File: config.mk
export PLATFORM = sky130hd
export DESIGN_NAME = tetris_tick_scheduler
export DESIGN_NICKNAME = d
export VERILOG_FILES = /design/src/rtl/tetris_tick_scheduler.sv
export SDC_FILE = /design/constraint.sdc
export NUM_CORES = 1
export LEC_CHECK = 0
export CAP_MARGIN = 30
export CELL_PAD_IN_SITES_DETAIL_PLACEMENT = 0
export CELL_PAD_IN_SITES_GLOBAL_PLACEMENT = 1
export CORE_MARGIN = 3
export CORE_UTILIZATION = 49
export CTS_CLUSTER_SIZE = 16
export DETAILED_ROUTE_END_ITERATION = 8
export PLACE_DENSITY_LB_ADDON = 0.1
export RECOVER_POWER = 100
export SKIP_LAST_GASP = 1
export SLEW_MARGIN = 15
export SYNTH_ARGS = -nofsm -noshare
export SYNTH_HDL_FRONTEND = slang
export SYNTH_SLANG_ARGS = --single-unit
File: constraint.sdc
create_clock -name Clk -period 9.6 [get_ports Clk]
set_clock_uncertainty 0.1 [all_clocks]
set_input_delay 0.96 -clock Clk [delete_from_list [all_inputs] [get_ports Clk]]
set_output_delay 0.96 -clock Clk [all_outputs]
set_load 0.01 [all_outputs]
File: src/rtl/tetris_tick_scheduler.sv
`default_nettype none
// +----------------------------------------------------------------------------+
// | tetris_tick_scheduler: fall/lock tick sequencer for the Tetris game core.  |
// | Optional soft drop is enabled by defining TETRIS_SOFT_DROP_EN.  Rev 1.0    |
// +----------------------------------------------------------------------------+
module tetris_tick_scheduler #(
  parameter int unsigned BASE_PERIOD = 32500000,
  parameter int unsigned LEVEL_STEP  = 2000000,
  parameter int unsigned MIN_PERIOD  = 3250000,
  parameter int unsigned SOFT_PERIOD = 1625000,
  parameter int unsigned LOCK_PERIOD = 16250000
) (
  input  logic       Clk,
  input  logic       Rst,
  input  logic       Start,
  input  logic       Pause,
  input  logic [3:0] Level,
  input  logic       Soft_Drop,
  input  logic       Landed,
  input  logic       Clear_Busy,
  input  logic       Game_Over,
  output logic       Fall_Tick,
  output logic       Lock_Req,
  output logic       Running,
  output logic [2:0] State
);

  typedef enum logic [2:0] {
    ST_IDLE     = 3'd0,
    ST_FALL     = 3'd1,
    ST_LOCK     = 3'd2,
    ST_WAIT_CLR = 3'd3,
    ST_PAUSED   = 3'd4,
    ST_OVER     = 3'd5
  } state_t;

  state_t        state_q, state_d;
  state_t        saved_q, saved_d;
  logic [24:0]   counter_q, counter_d;
  logic          fall_tick_q, fall_tick_d;
  logic          lock_req_q, lock_req_d;
  logic          running_q, running_d;

  logic [25:0]        level_dec;
  logic signed [25:0] period_raw;
  logic [25:0]        level_period;
  logic [25:0]        period;

  // Signed subtraction so high levels go negative and fall onto the floor.
  always_comb begin
    level_dec    = 26'(Level) * 26'(LEVEL_STEP);
    period_raw   = $signed(26'(BASE_PERIOD)) - $signed(level_dec);
    if (period_raw < $signed(26'(MIN_PERIOD))) begin
      level_period = 26'(MIN_PERIOD);
    end else begin
      level_period = $unsigned(period_raw);
    end
    period = level_period;
`ifdef TETRIS_SOFT_DROP_EN
    if (Soft_Drop && (level_period > 26'(SOFT_PERIOD))) begin
      period = 26'(SOFT_PERIOD);
    end
`endif
  end

`ifndef TETRIS_SOFT_DROP_EN
  logic unused_soft;
  assign unused_soft = Soft_Drop | (SOFT_PERIOD == 0);
`endif

  always_comb begin
    state_d     = state_q;
    saved_d     = saved_q;
    counter_d   = counter_q;
    fall_tick_d = 1'b0;
    lock_req_d  = 1'b0;
    if (Game_Over && (state_q != ST_IDLE)) begin
      state_d   = ST_OVER;
      counter_d = '0;
    end else begin
      case (state_q)
        ST_IDLE, ST_OVER: begin
          if (Start) begin
            state_d   = ST_FALL;
            counter_d = '0;
          end
        end
        ST_FALL: begin
          if (Pause) begin
            state_d = ST_PAUSED;
            saved_d = ST_FALL;
          end else if (Landed) begin
            state_d   = ST_LOCK;
            counter_d = '0;
          end else if ({1'b0, counter_q} >= (period - 26'd1)) begin
            // >= lets a shortened period take effect immediately.
            fall_tick_d = 1'b1;
            counter_d   = '0;
          end else begin
            counter_d = counter_q + 25'd1;
          end
        end
        ST_LOCK: begin
          if (Pause) begin
            state_d = ST_PAUSED;
            saved_d = ST_LOCK;
          end else if (!Landed) begin
            state_d   = ST_FALL;
            counter_d = '0;
          end else if (counter_q == 25'(LOCK_PERIOD - 1)) begin
            lock_req_d = 1'b1;
            state_d    = ST_WAIT_CLR;
            counter_d  = '0;
          end else begin
            counter_d = counter_q + 25'd1;
          end
        end
        ST_WAIT_CLR: begin
          // Counter doubles as the first-cycle flag; the board sees Lock_Req late.
          if (counter_q == '0) begin
            counter_d = 25'd1;
          end else if (!Clear_Busy) begin
            state_d   = ST_FALL;
            counter_d = '0;
          end
        end
        ST_PAUSED: begin
          if (!Pause) begin
            state_d = saved_q;
          end
        end
        default: begin
          state_d   = ST_IDLE;
          counter_d = '0;
        end
      endcase
    end
    running_d = (state_d == ST_FALL) || (state_d == ST_LOCK) ||
                (state_d == ST_WAIT_CLR);
  end

  always_ff @(posedge Clk) begin
    if (!Rst) begin
      state_q     <= ST_IDLE;
      saved_q     <= ST_FALL;
      counter_q   <= '0;
      fall_tick_q <= 1'b0;
      lock_req_q  <= 1'b0;
      running_q   <= 1'b0;
    end else begin
      state_q     <= state_d;
      saved_q     <= saved_d;
      counter_q   <= counter_d;
      fall_tick_q <= fall_tick_d;
      lock_req_q  <= lock_req_d;
      running_q   <= running_d;
    end
  end

  assign Fall_Tick = fall_tick_q;
  assign Lock_Req  = lock_req_q;
  assign Running   = running_q;
  assign State     = state_q;

endmodule
`default_nettype wire
==> flow_summary.toml, run 1 <==
[outcome]
outcome = "finished clean"

[synthesis]
netlist_top_cells_area = "dfxtp_1 20%, ha_1 16%, xnor2_1 8.5%, nor2_1 6.7%, nand2_1 4.1%"
synth_edf_count = 0
synth.top_cell.area_share = 0.199
synthArstFlopShare = 0
ys.warnings.count = 0
synth.net_count = 483
syn_inst = 424
ys.flop_type = "dfxtp_1"
yosys.area.top_type = "dfxtp_1"
synthesis.area_um2 = 3310
synth_cell_types = 62
syn_area_per_cell_um2 = 7.82
ys_seq_elements = 33
synth-seq-area-share = 0.199

[setup_path]
r2r_slack_ns = 6.43
slowest_stage = "dlygate4sd3_1"
crit_chain = "dlygate4sd3_1 > inv_1 > ha_1 > fa_1 > inv_1 > fa_1 > or2_2 > nor4_1 > o21ai_0 > xor2_1 > a2111oi_1 > ha_1 > clkinv_1 > nand2_1 > ha_1 > a21o_1 > a21o_1 > a2111oi_0 > o221ai_1 > o32a_1 > a2bb2oi_1 > buf_4 > a21oi_1"
cp-start-kind = "input pin"
r2r_cells = 9
cp.arrival_ns = 8.63
timing.critical_path.mode_cell = "ha_1"
timing.rr.start = "counter_q[7]"
criticalPathCategory = "input pin to register"
endpoint_kind = "register"
worst_path_largest_cell_delay_ns = 0.83
worstPathMaxFanout = 22
crit_required_ns = 9.72
reg2reg_to = "counter_q[3]"

[clock_tree]
cts_setup_buffers = 0
cts_resized = 0
clk_pin_slew_ns = 0.07
cts_hold_buf = 0
cts_buffer_depth = 2
cts-root-buf = "clkbuf_8"
cts_tree = "yes"
numCtsBuffers = 5
clkSinkCount = 33
cts_max_level = 2
clk_latency_ns = 0.28

[global_routing]
grt_first_pass_wirelength_mm = 13.2
grtUsageTotal = 0.211
grt_pass1_vias = 2681
antenna_found_initial = 0
grt-ovfl-total = 0
grt_max_degree = 23

[worst_hold_path]
holdPathStages = 2
hp-start = "saved_q[0]"
hp-class = "register to register"
holdPathEnd = "saved_q[0]"

[route]
wl_per_cell_um = 15.2
drc = 0
drtPass1Iterations = 5
viasPerCell = 5.77
drtIter0Drc = 198
totalWireLength_mm = 7.83
ant_nets = 0
vias = 2972

[timing]
finalSetupViolCount = 0
worst_pin_slew_ns = 0.802
fin_crit_sh = 0.886
hold_viol_final = 0
finalMaxSlewViolations = 0
fin_tns_setup_ns = 0
clock.fmax_ghz = 0.118
min_period_ns = 8.51
rsz0062_at_grt = "no"
slew_headroom = 0.452

[final_layout]
nets = 496
fillerInstances = 659
n_antenna_cell = 0
drive_gt1_frac = 0.0434
areaGrowthSynthToFinish_pct = 8.80

[floorplan]
start_util = 0.513
die_h_um = 88.2
dieArea_um2 = 7790
rows = 29
ios = 18
die_width_um = 88.2
core-area_um2 = 6460

[power_and_ir_drop]
p_per_area_nw_per_um2 = 132
p_total_w = 0.000474
p_sw_frac = 0.409
p_int_w = 0.000281
max-vdd-ir-drop_mv = 0.0627
p_switching_w = 0.000194
pwr-share-comb = 0.479
clkPwrFrac = 0.213
leakagePower_nw = 1.48
p_seq_frac = 0.309

[run]
maxCapViolations = 0

[placement]
dp_hpwl_mm = 6.22
io_buffers = 16
place_congestion = 0.808
[power by group through the flow]
| stage | Clock [W] | Sequential [W] | Combinational (W) |
|---|---|---|---|
| after floorplan | 0 | 0.000145 | 0.000179 |
| after global placement | 0 | 0.000149 | 0.000222 |
| after detailed placement | 0 | 0.000150 | 0.000229 |
| after CTS | 0.000106 | 0.000146 | 0.000231 |
| after global routing | 0.000112 | 0.000147 | 0.000259 |
| final | 0.000101 | 0.000146 | 0.000227 |
[synthesized netlist by cell type (all sizes together) (3+ instances only)]
master,number
a211oi,3
xor2,12
nor2,59
nor4,9
buf,5
nor2b,7
nand2b,5
fa,5
ha,42
o21a,4
or2,6
a31oi,4
nor4b,3
xnor2,32
o21ai,15
nand2,36
clkbuf,7
nand3,9
dfxtp,33
or3,5
nand4,12
a21oi,23
and3,11
a2111oi,3
nor3,10
a21o,8
inv,19
[cell families (layout without fill, tap and decap cells)]
| family | after synthesis | in the layout | synth area share |
|---|---|---|---|
| adder cells (fa/ha/maj) | 48 | 48 | 0.192 |
| AND/OR/NAND/NOR | 182 | 182 | 0.278 |
| multiplexers | 2 | 2 | 0.00604 |
| buffers and inverters | 32 | 46 | 0.0378 |
| flip-flops | 33 | 33 | 0.199 |
| XOR/XNOR | 44 | 44 | 0.119 |
| AO/OA/AOI/OAI | 83 | 83 | 0.169 |
[state kept, by name, summed over array words and instances, names as in the netlist]
name / cells
counter_q: 25
saved_q: 2
Fall_Tick: 1
Running: 1
State: 3
Lock_Req: 1
[layout make-up]
| cell class | count | area [µm²] | area share |
|---|---|---|---|
| repair buffers | 18 | 175 | 0.0486 |
| clock inverters | 2 | 10.0 | 0.00278 |
| clock buffers | 6 | 72.6 | 0.0201 |
| flip-flops and latches | 33 | 661 | 0.183 |
| well taps | 77 | 96.3 | 0.0267 |
| inverters | 20 | 75.1 | 0.0208 |
| multi-input cells | 359 | 2520 | 0.698 |
[through the flow]
stage | cell area, µm² | utilization | instances | hold slack (ns) | setup WS, ns
2_1_floorplan | 3310 | - | 424 | 0.383 | 3.11
3_3_place_gp | 3540 | 0.547 | 507 | 0.404 | 1.24
3_5_place_dp | 3540 | 0.547 | 507 | 0.439 | 1.14
4_1_cts | 3620 | 0.560 | 515 | 0.453 | 1.42
5_1_grt | 3610 | 0.558 | 515 | 0.480 | 0.488
6_report | 3610 | 0.558 | 515 | 0.450 | 1.09
[placed cells by master (no fill, tap or decap), types with 8 or more instances in the layout]
master and count:
dlygate4sd3_1 8, nor4_1 9, dfxtp_1 33, xnor2_1 32, xor2_1 11, nand4_1 11
clkdlybuf4s50_1 8, inv_1 19, a21oi_1 23, ha_1 42, nand3_1 8, nor2_1 59
o21ai_0 13, nor3_1 10, a21o_1 8, nand2_1 36, and3_1 11
[routing by layer]
layer / track usage / wire (µm) / vias to the layer above
li1: - / - / 1555
met3: 0.0307 / 315 / 4
met2: 0.303 / 3280 / 51
met1: 0.338 / 4200 / 1362
met5: 0 / 0 / -
met4: 0.0288 / 29 / 0
[worst max-delay path, delay by kind of cell]
| family | cells | cell delay, ns |
|---|---|---|
| XOR/XNOR | 1 | 0.20 |
| adder cells (fa/ha/maj) | 5 | 2.14 |
| AO/OA/AOI/OAI | 9 | 2.53 |
| buffers and inverters | 5 | 1.66 |
| AND/OR/NAND/NOR | 3 | 1.15 |
[worst max path at each step]
stage | from | end | slack [ns]
after global routing | Level[2] | counter_q[13] | 0.49
after detailed placement | Level[2] | counter_q[13] | 1.14
after global placement | Level[2] | counter_q[3] | 1.24
after CTS | Level[2] | counter_q[13] | 1.42
final | Level[2] | counter_q[3] | 1.09
after floorplan | Level[1] | counter_q[9] | 3.11
Power figures use the tool's default switching activity.
==> run 2: changes to the inputs <==
--- a/config.mk
+++ b/config.mk
@@ -15,7 +15,7 @@
 export PLACE_DENSITY_LB_ADDON = 0.1
 export RECOVER_POWER = 100
 export SKIP_LAST_GASP = 1
-export SLEW_MARGIN = 15
+export SLEW_MARGIN = 20
 export SYNTH_ARGS = -nofsm -noshare
 export SYNTH_HDL_FRONTEND = slang
 export SYNTH_SLANG_ARGS = --single-unit
==> results of run 2 <==
The final DEF is identical to that of run 1; final timing and power are the same.
